===== src/rtl/opc5_loader_pkg.sv =====
// Shared constants and state encoding for the OPC5 serial loader.
package opc5_loader_pkg;

    // Command bytes recognised in the idle state
    localparam logic [7:0] CMD_ADDR   = 8'h41;  // 'A'
    localparam logic [7:0] CMD_WRITE  = 8'h57;  // 'W'
    localparam logic [7:0] CMD_READ   = 8'h52;  // 'R'
    localparam logic [7:0] CMD_HOLD   = 8'h48;  // 'H'
    localparam logic [7:0] CMD_GO     = 8'h47;  // 'G'

    // Fixed reply bytes
    localparam logic [7:0] RSP_ERR    = 8'h3F;  // '?' unknown command
    localparam logic [7:0] RSP_NOHOLD = 8'h21;  // '!' bus command while CPU runs

    typedef enum logic [2:0] {
        ST_IDLE,
        ST_ARG1,
        ST_ARG2,
        ST_BUS_WR,
        ST_BUS_RD,
        ST_TX1,
        ST_TX2
    } state_t;

    // Commands that touch the bus are refused unless the CPU is held
    function automatic logic needs_hold(input logic [7:0] cmd);
        return (cmd == CMD_ADDR) || (cmd == CMD_WRITE) || (cmd == CMD_READ);
    endfunction

endpackage


===== src/rtl/opc5_serial_loader.sv =====
// Serial byte-command bus initiator: parses UART bytes, performs single-word
// RAM/IO accesses as second bus master and returns reply bytes.
module opc5_serial_loader
    import opc5_loader_pkg::*;
#(
    parameter bit         HOLD_AT_RESET = 1'b1,
    parameter logic [7:0] ACK_CHAR      = 8'h2E
) (
    input  logic        clk,
    input  logic        reset,
    input  logic [7:0]  rx_data,
    input  logic        rx_valid,
    output logic [7:0]  tx_data,
    output logic        tx_valid,
    input  logic        tx_ready,
    output logic [15:0] bus_addr,
    output logic [15:0] bus_dout,
    input  logic [15:0] bus_din,
    output logic        bus_rnw,
    output logic        bus_req,
    output logic        cpu_hold,
    output logic        err_overrun
);

    state_t      state;
    logic [15:0] ptr;
    logic [7:0]  arg_hi;
    logic        cmd_is_write;
    logic [7:0]  lo_byte;
    logic        two_bytes;
    logic        go_pending;

    // Command FSM, word pointer, bus access registers and reply holding register
    always_ff @(posedge clk or posedge reset) begin
        if (reset) begin
            state        <= ST_IDLE;
            ptr          <= '0;
            arg_hi       <= '0;
            cmd_is_write <= 1'b0;
            lo_byte      <= '0;
            two_bytes    <= 1'b0;
            go_pending   <= 1'b0;
            tx_data      <= '0;
            tx_valid     <= 1'b0;
            bus_addr     <= '0;
            bus_dout     <= '0;
            bus_rnw      <= 1'b1;
            bus_req      <= 1'b0;
            cpu_hold     <= HOLD_AT_RESET;
            err_overrun  <= 1'b0;
        end else begin
            if (rx_valid && !(state inside {ST_IDLE, ST_ARG1, ST_ARG2}))
                err_overrun <= 1'b1;

            case (state)
                ST_IDLE: begin
                    if (rx_valid) begin
                        if (needs_hold(rx_data) && !cpu_hold) begin
                            tx_data   <= RSP_NOHOLD;
                            tx_valid  <= 1'b1;
                            two_bytes <= 1'b0;
                            state     <= ST_TX1;
                        end else begin
                            case (rx_data)
                                CMD_ADDR: begin
                                    cmd_is_write <= 1'b0;
                                    state        <= ST_ARG1;
                                end
                                CMD_WRITE: begin
                                    cmd_is_write <= 1'b1;
                                    state        <= ST_ARG1;
                                end
                                CMD_READ: begin
                                    bus_req  <= 1'b1;
                                    bus_rnw  <= 1'b1;
                                    bus_addr <= ptr;
                                    state    <= ST_BUS_RD;
                                end
                                CMD_HOLD: begin
                                    cpu_hold  <= 1'b1;
                                    tx_data   <= ACK_CHAR;
                                    tx_valid  <= 1'b1;
                                    two_bytes <= 1'b0;
                                    state     <= ST_TX1;
                                end
                                CMD_GO: begin
                                    go_pending <= 1'b1;
                                    tx_data    <= CMD_GO;
                                    tx_valid   <= 1'b1;
                                    two_bytes  <= 1'b0;
                                    state      <= ST_TX1;
                                end
                                default: begin
                                    tx_data   <= RSP_ERR;
                                    tx_valid  <= 1'b1;
                                    two_bytes <= 1'b0;
                                    state     <= ST_TX1;
                                end
                            endcase
                        end
                    end
                end

                ST_ARG1: begin
                    if (rx_valid) begin
                        arg_hi <= rx_data;
                        state  <= ST_ARG2;
                    end
                end

                ST_ARG2: begin
                    if (rx_valid) begin
                        if (cmd_is_write) begin
                            bus_req  <= 1'b1;
                            bus_rnw  <= 1'b0;
                            bus_addr <= ptr;
                            bus_dout <= {arg_hi, rx_data};
                            state    <= ST_BUS_WR;
                        end else begin
                            ptr       <= {arg_hi, rx_data};
                            tx_data   <= ACK_CHAR;
                            tx_valid  <= 1'b1;
                            two_bytes <= 1'b0;
                            state     <= ST_TX1;
                        end
                    end
                end

                ST_BUS_WR: begin
                    bus_req   <= 1'b0;
                    bus_rnw   <= 1'b1;
                    ptr       <= ptr + 16'd1;
                    tx_data   <= ACK_CHAR;
                    tx_valid  <= 1'b1;
                    two_bytes <= 1'b0;
                    state     <= ST_TX1;
                end

                ST_BUS_RD: begin
                    // RAM drives bus_din during the access cycle; capture it now
                    bus_req   <= 1'b0;
                    ptr       <= ptr + 16'd1;
                    tx_data   <= bus_din[15:8];
                    lo_byte   <= bus_din[7:0];
                    tx_valid  <= 1'b1;
                    two_bytes <= 1'b1;
                    state     <= ST_TX1;
                end

                ST_TX1: begin
                    if (tx_ready) begin
                        if (two_bytes) begin
                            tx_data <= lo_byte;
                            state   <= ST_TX2;
                        end else begin
                            tx_valid <= 1'b0;
                            state    <= ST_IDLE;
                            if (go_pending) begin
                                cpu_hold   <= 1'b0;
                                go_pending <= 1'b0;
                            end
                        end
                    end
                end

                ST_TX2: begin
                    if (tx_ready) begin
                        tx_valid <= 1'b0;
                        state    <= ST_IDLE;
                    end
                end

                default: state <= ST_IDLE;
            endcase
        end
    end

endmodule

===== config.mk =====
export PLATFORM = sky130hd
export DESIGN_NAME = opc5_serial_loader
export DESIGN_NICKNAME = d
export VERILOG_FILES = /design/src/rtl/opc5_loader_pkg.sv /design/src/rtl/opc5_serial_loader.sv
export SDC_FILE = /design/constraint.sdc
export NUM_CORES = 1
export LEC_CHECK = 0
export BUFFER_PORTS_ARGS = -buffer_cell sky130_fd_sc_hd__buf_4
export CAP_MARGIN = 15
export CORE_MARGIN = 2
export CORE_UTILIZATION = 51
export CTS_CLUSTER_DIAMETER = 100
export DETAILED_ROUTE_END_ITERATION = 8
export PLACE_DENSITY = 0.76
export SETUP_SLACK_MARGIN = 0.5
export SLEW_MARGIN = 20
export SYNTH_ARGS = -nofsm -noshare
export SYNTH_HDL_FRONTEND = slang
export SYNTH_SLANG_ARGS = --single-unit
export TNS_END_PERCENT = 20

===== constraint.sdc =====
create_clock -name clk -period 2.5 [get_ports clk]
set_input_delay 0.5 -clock clk [delete_from_list [all_inputs] [get_ports clk]]
set_output_delay 0.5 -clock clk [all_outputs]
set_load 0.005 [all_outputs]

==> results.json <==
{
  "sequentialPowerShare_pct": 37.5,
  "final_max_slew_viol_count": 0,
  "area.growth.synth_to_final_pct": 23.4,
  "cts_htree_levels": 3,
  "outcome": "finished, final reports clean",
  "comb_power_share_pct": 49.2,
  "viasPerCell": 5.85,
  "final.setup.tns_ns": 0,
  "required_ns": 2.75,
  "number_of_global_route_vias_before_repair": 3329,
  "syn-instance-count": 407,
  "postLayoutSetupSlackWorst_ns": 0.489,
  "portion_of_the_post_synthesis_area_used_by_sequential_elements_pct": 48.3,
  "die_y_um": 95.9,
  "critPathLaunchType": "input port",
  "dp.final_hpwl_mm": 7.46,
  "cp_max_fo": 5,
  "synth_top_area_share_pct": 47.1,
  "fin_nets": 519,
  "drive_above_1_share_pct": 37.8,
  "worst-setup-path-type": "in -> reg",
  "syn_area_per_cell_um2": 10.6,
  "antenna_found_initial": 0,
  "achievable-frequency_mhz": 497,
  "cts_made_buffers": 9,
  "ys_top_cells_by_area": "sky130_fd_sc_hd__dfrtp_1, sky130_fd_sc_hd__mux2_2, sky130_fd_sc_hd__mux2_4, sky130_fd_sc_hd__o21ai_0, sky130_fd_sc_hd__a21oi_1",
  "track_usage_pct": 23.9,
  "time_the_final_worst_path_needs_with_i_o_delays_and_setup_ns": 2.01,
  "fp.dieW_um": 95.9,
  "holdWs_ns": 0.249,
  "dr_total_vias": 3511,
  "post-route-cell-area_um2": 5310,
  "placement_rows": 33,
  "drc": 0,
  "pwr-share-clk_pct": 13.3,
  "worstPathArrival_ns": 2.26,
  "synth-seq-cells": 83,
  "critPathCaptureType": "register",
  "static_leakage_nw": 2.33,
  "critical_path.top_delay_family": "compound AO/OA/AOI/OAI gates",
  "crit_path_cell_trace": "buf_4, or3_4, a21bo_4, a2111o_1, nand3_4, buf_4, mux2_2",
  "synth_largest_area_cell": "sky130_fd_sc_hd__dfrtp_1",
  "worstSkewPairLatency_ns": 0.36,
  "post-layout-total-power_mw": 6.69,
  "crit_slowest_cell": "sky130_fd_sc_hd__a2111o_1",
  "ys.flop_type": "sky130_fd_sc_hd__dfrtp_1",
  "insertedDiodeCount": 0,
  "finClkSkew_ns": 0.0101,
  "clock_tree.buffer_depth": 2,
  "detail_route.first_pass.iterations": 4,
  "synthMostInstantiatedCell": "sky130_fd_sc_hd__dfrtp_1",
  "share_of_synthesized_registers_carrying_an_async_set_or_reset_pct": 100,
  "setup-violations-final": 0,
  "boundaryPins": 73,
  "detail_route.wl_per_cell_um": 17.2,
  "timing.critical_path.mode_cell": "sky130_fd_sc_hd__buf_4",
  "internal_power_mw": 4.10,
  "worst_setup_timing_slack_at_the_placement_stage_ns": 0.00636,
  "maximum_number_of_pins_on_one_net_before_global_route_repair": 36,
  "switching_power_mw": 2.60,
  "clk_pin_slew_ns": 0.09,
  "cts_tree": "built",
  "maxCapViolations": 0,
  "initial_core_util_pct": 52.4,
  "worst_slew_pin_slew_ns": 0.709,
  "power.ir.vdd_worst_v": 0.000653,
  "synth_enable_flop_cells": 0,
  "slew_headroom_pct": 52.6,
  "port-buffer-count": 72,
  "sw_frac_of_total_pct": 38.8,
  "synthDistinctLibCells": 64,
  "synth_warnings": 0,
  "wire_length_of_the_first_global_routing_pass_mm": 16.7,
  "critical-path-max-stage-delay_ns": 0.42,
  "grt.overflow.total": 0,
  "mappedNetlistNets": 436,
  "routabilityCongestion": 0.920,
  "path_class_of_the_lowest_slack_min_delay_path": "in -> async",
  "final_antenna_net_count": 0,
  "core_region_area_um2": 8220,
  "worst-path-buf-inv": 2,
  "numClockSinks": 83,
  "power.density_nw_per_um2": 1260,
  "drtIter0Drc": 226,
  "clock_tree.root_cell": "sky130_fd_sc_hd__clkbuf_8",
  "report.final.hold_viol_count": 0,
  "synthesis.area_um2": 4300,
  "fp.dieArea_um2": 9190,
  "placedInstanceArea_um2": 5060,
  "timing.final.crit_share_pct": 80.4,
  "yosys-top-cells-count": "sky130_fd_sc_hd__dfrtp_1, sky130_fd_sc_hd__mux2_2, sky130_fd_sc_hd__nand2_1",
  "routed_wl_mm": 10.3,
  "grt_setup_unrepaired": "yes"
}
[state kept, by name, summed over array words and instances, names as in the netlist]
name / flops
bus_rnw: 1
ptr: 16
tx_data: 8
err_overrun: 1
bus_dout: 16
bus_req: 1
cpu_hold: 1
tx_valid: 1
cmd_is_write: 1
state: 3
lo_byte: 8
two_bytes: 1
bus_addr: 16
go_pending: 1
arg_hi: 8
[metrics by stage]
step / cells / utilization, %
finish: 600 / 64.6
global route: 600 / 64.6
CTS: 600 / 64.4
detailed placement: 581 / 61.6
global placement: 581 / 61.6
floorplan: 407 / -
[area by class of cell]
type                            count  area, um2
Sequential cell                    83       2080
Multi-Input combinational cell    284       2080
Inverter                           10       41.3
Timing Repair Buffer              102        803
Clock buffer                       10        128
Fill cell                         681       2910
Tap cell                          105        131
Clock inverter                      6       48.8
[routing by layer]
metal / track usage, % / share of wire [%] / up-vias
li1: - / - / 1663
met1: 35.1 / 47 / 1729
met2: 35.6 / 46 / 106
met3: 3.13 / 5.3 / 13
met4: 10.1 / 1.8 / 0
met5: 0 / 0 / -
[repair_timing]
action,in CTS,in global routing
hold buffers,0,0
pin swaps,1,1
setup buffers,3,0
setup endpoints to repair,21,37
endpoints found under the hold margin,0,0
resized for setup,3,5
[power by group through the flow]
stage                     combinational [mW]  clock [mW]  sequential (mW)
after floorplan                         2.15           0             2.37
after global placement                  3.12           0             2.50
after detailed placement                3.21           0             2.53
after CTS                               3.27       0.915             2.51
after global routing                    3.62       0.969             2.60
final                                   3.29       0.892             2.51
[placed cells by master, fill, tap and decap left out, types with 9 or more instances in the layout]
cell type                  instances
sky130_fd_sc_hd__mux2_4           10
sky130_fd_sc_hd__nand3_1          16
sky130_fd_sc_hd__inv_1             9
sky130_fd_sc_hd__o21ai_0          30
sky130_fd_sc_hd__nor2_1           20
sky130_fd_sc_hd__nand2_1          31
sky130_fd_sc_hd__mux2_2           42
sky130_fd_sc_hd__dfrtp_1          81
sky130_fd_sc_hd__buf_4            99
sky130_fd_sc_hd__clkbuf_8          9
sky130_fd_sc_hd__a21oi_1          27
[logic make-up after synthesis]
kind of cell	share of synthesized area (%)
compound gates	17.5
fa+ha+maj	0.291
buf+inv	4.19
flops	48.3
mux	15.6
simple gates	14.1
[final timing paths]
kind,start,end,slack (ns),cells past startpoint
setup / recovery,rx_data[1],bus_addr[10],0.49,7
hold / removal,reset,bus_addr[2],0.25,2
setup reg to reg,state[2],bus_addr[10],0.51,5
max in group asynchronous,reset,cpu_hold,1.52,3
min in group clk,tx_ready,cpu_hold,0.36,2
hold reg to reg,go_pending,cpu_hold,0.44,1
No activity file was read; power rests on OpenSTA's default activity.
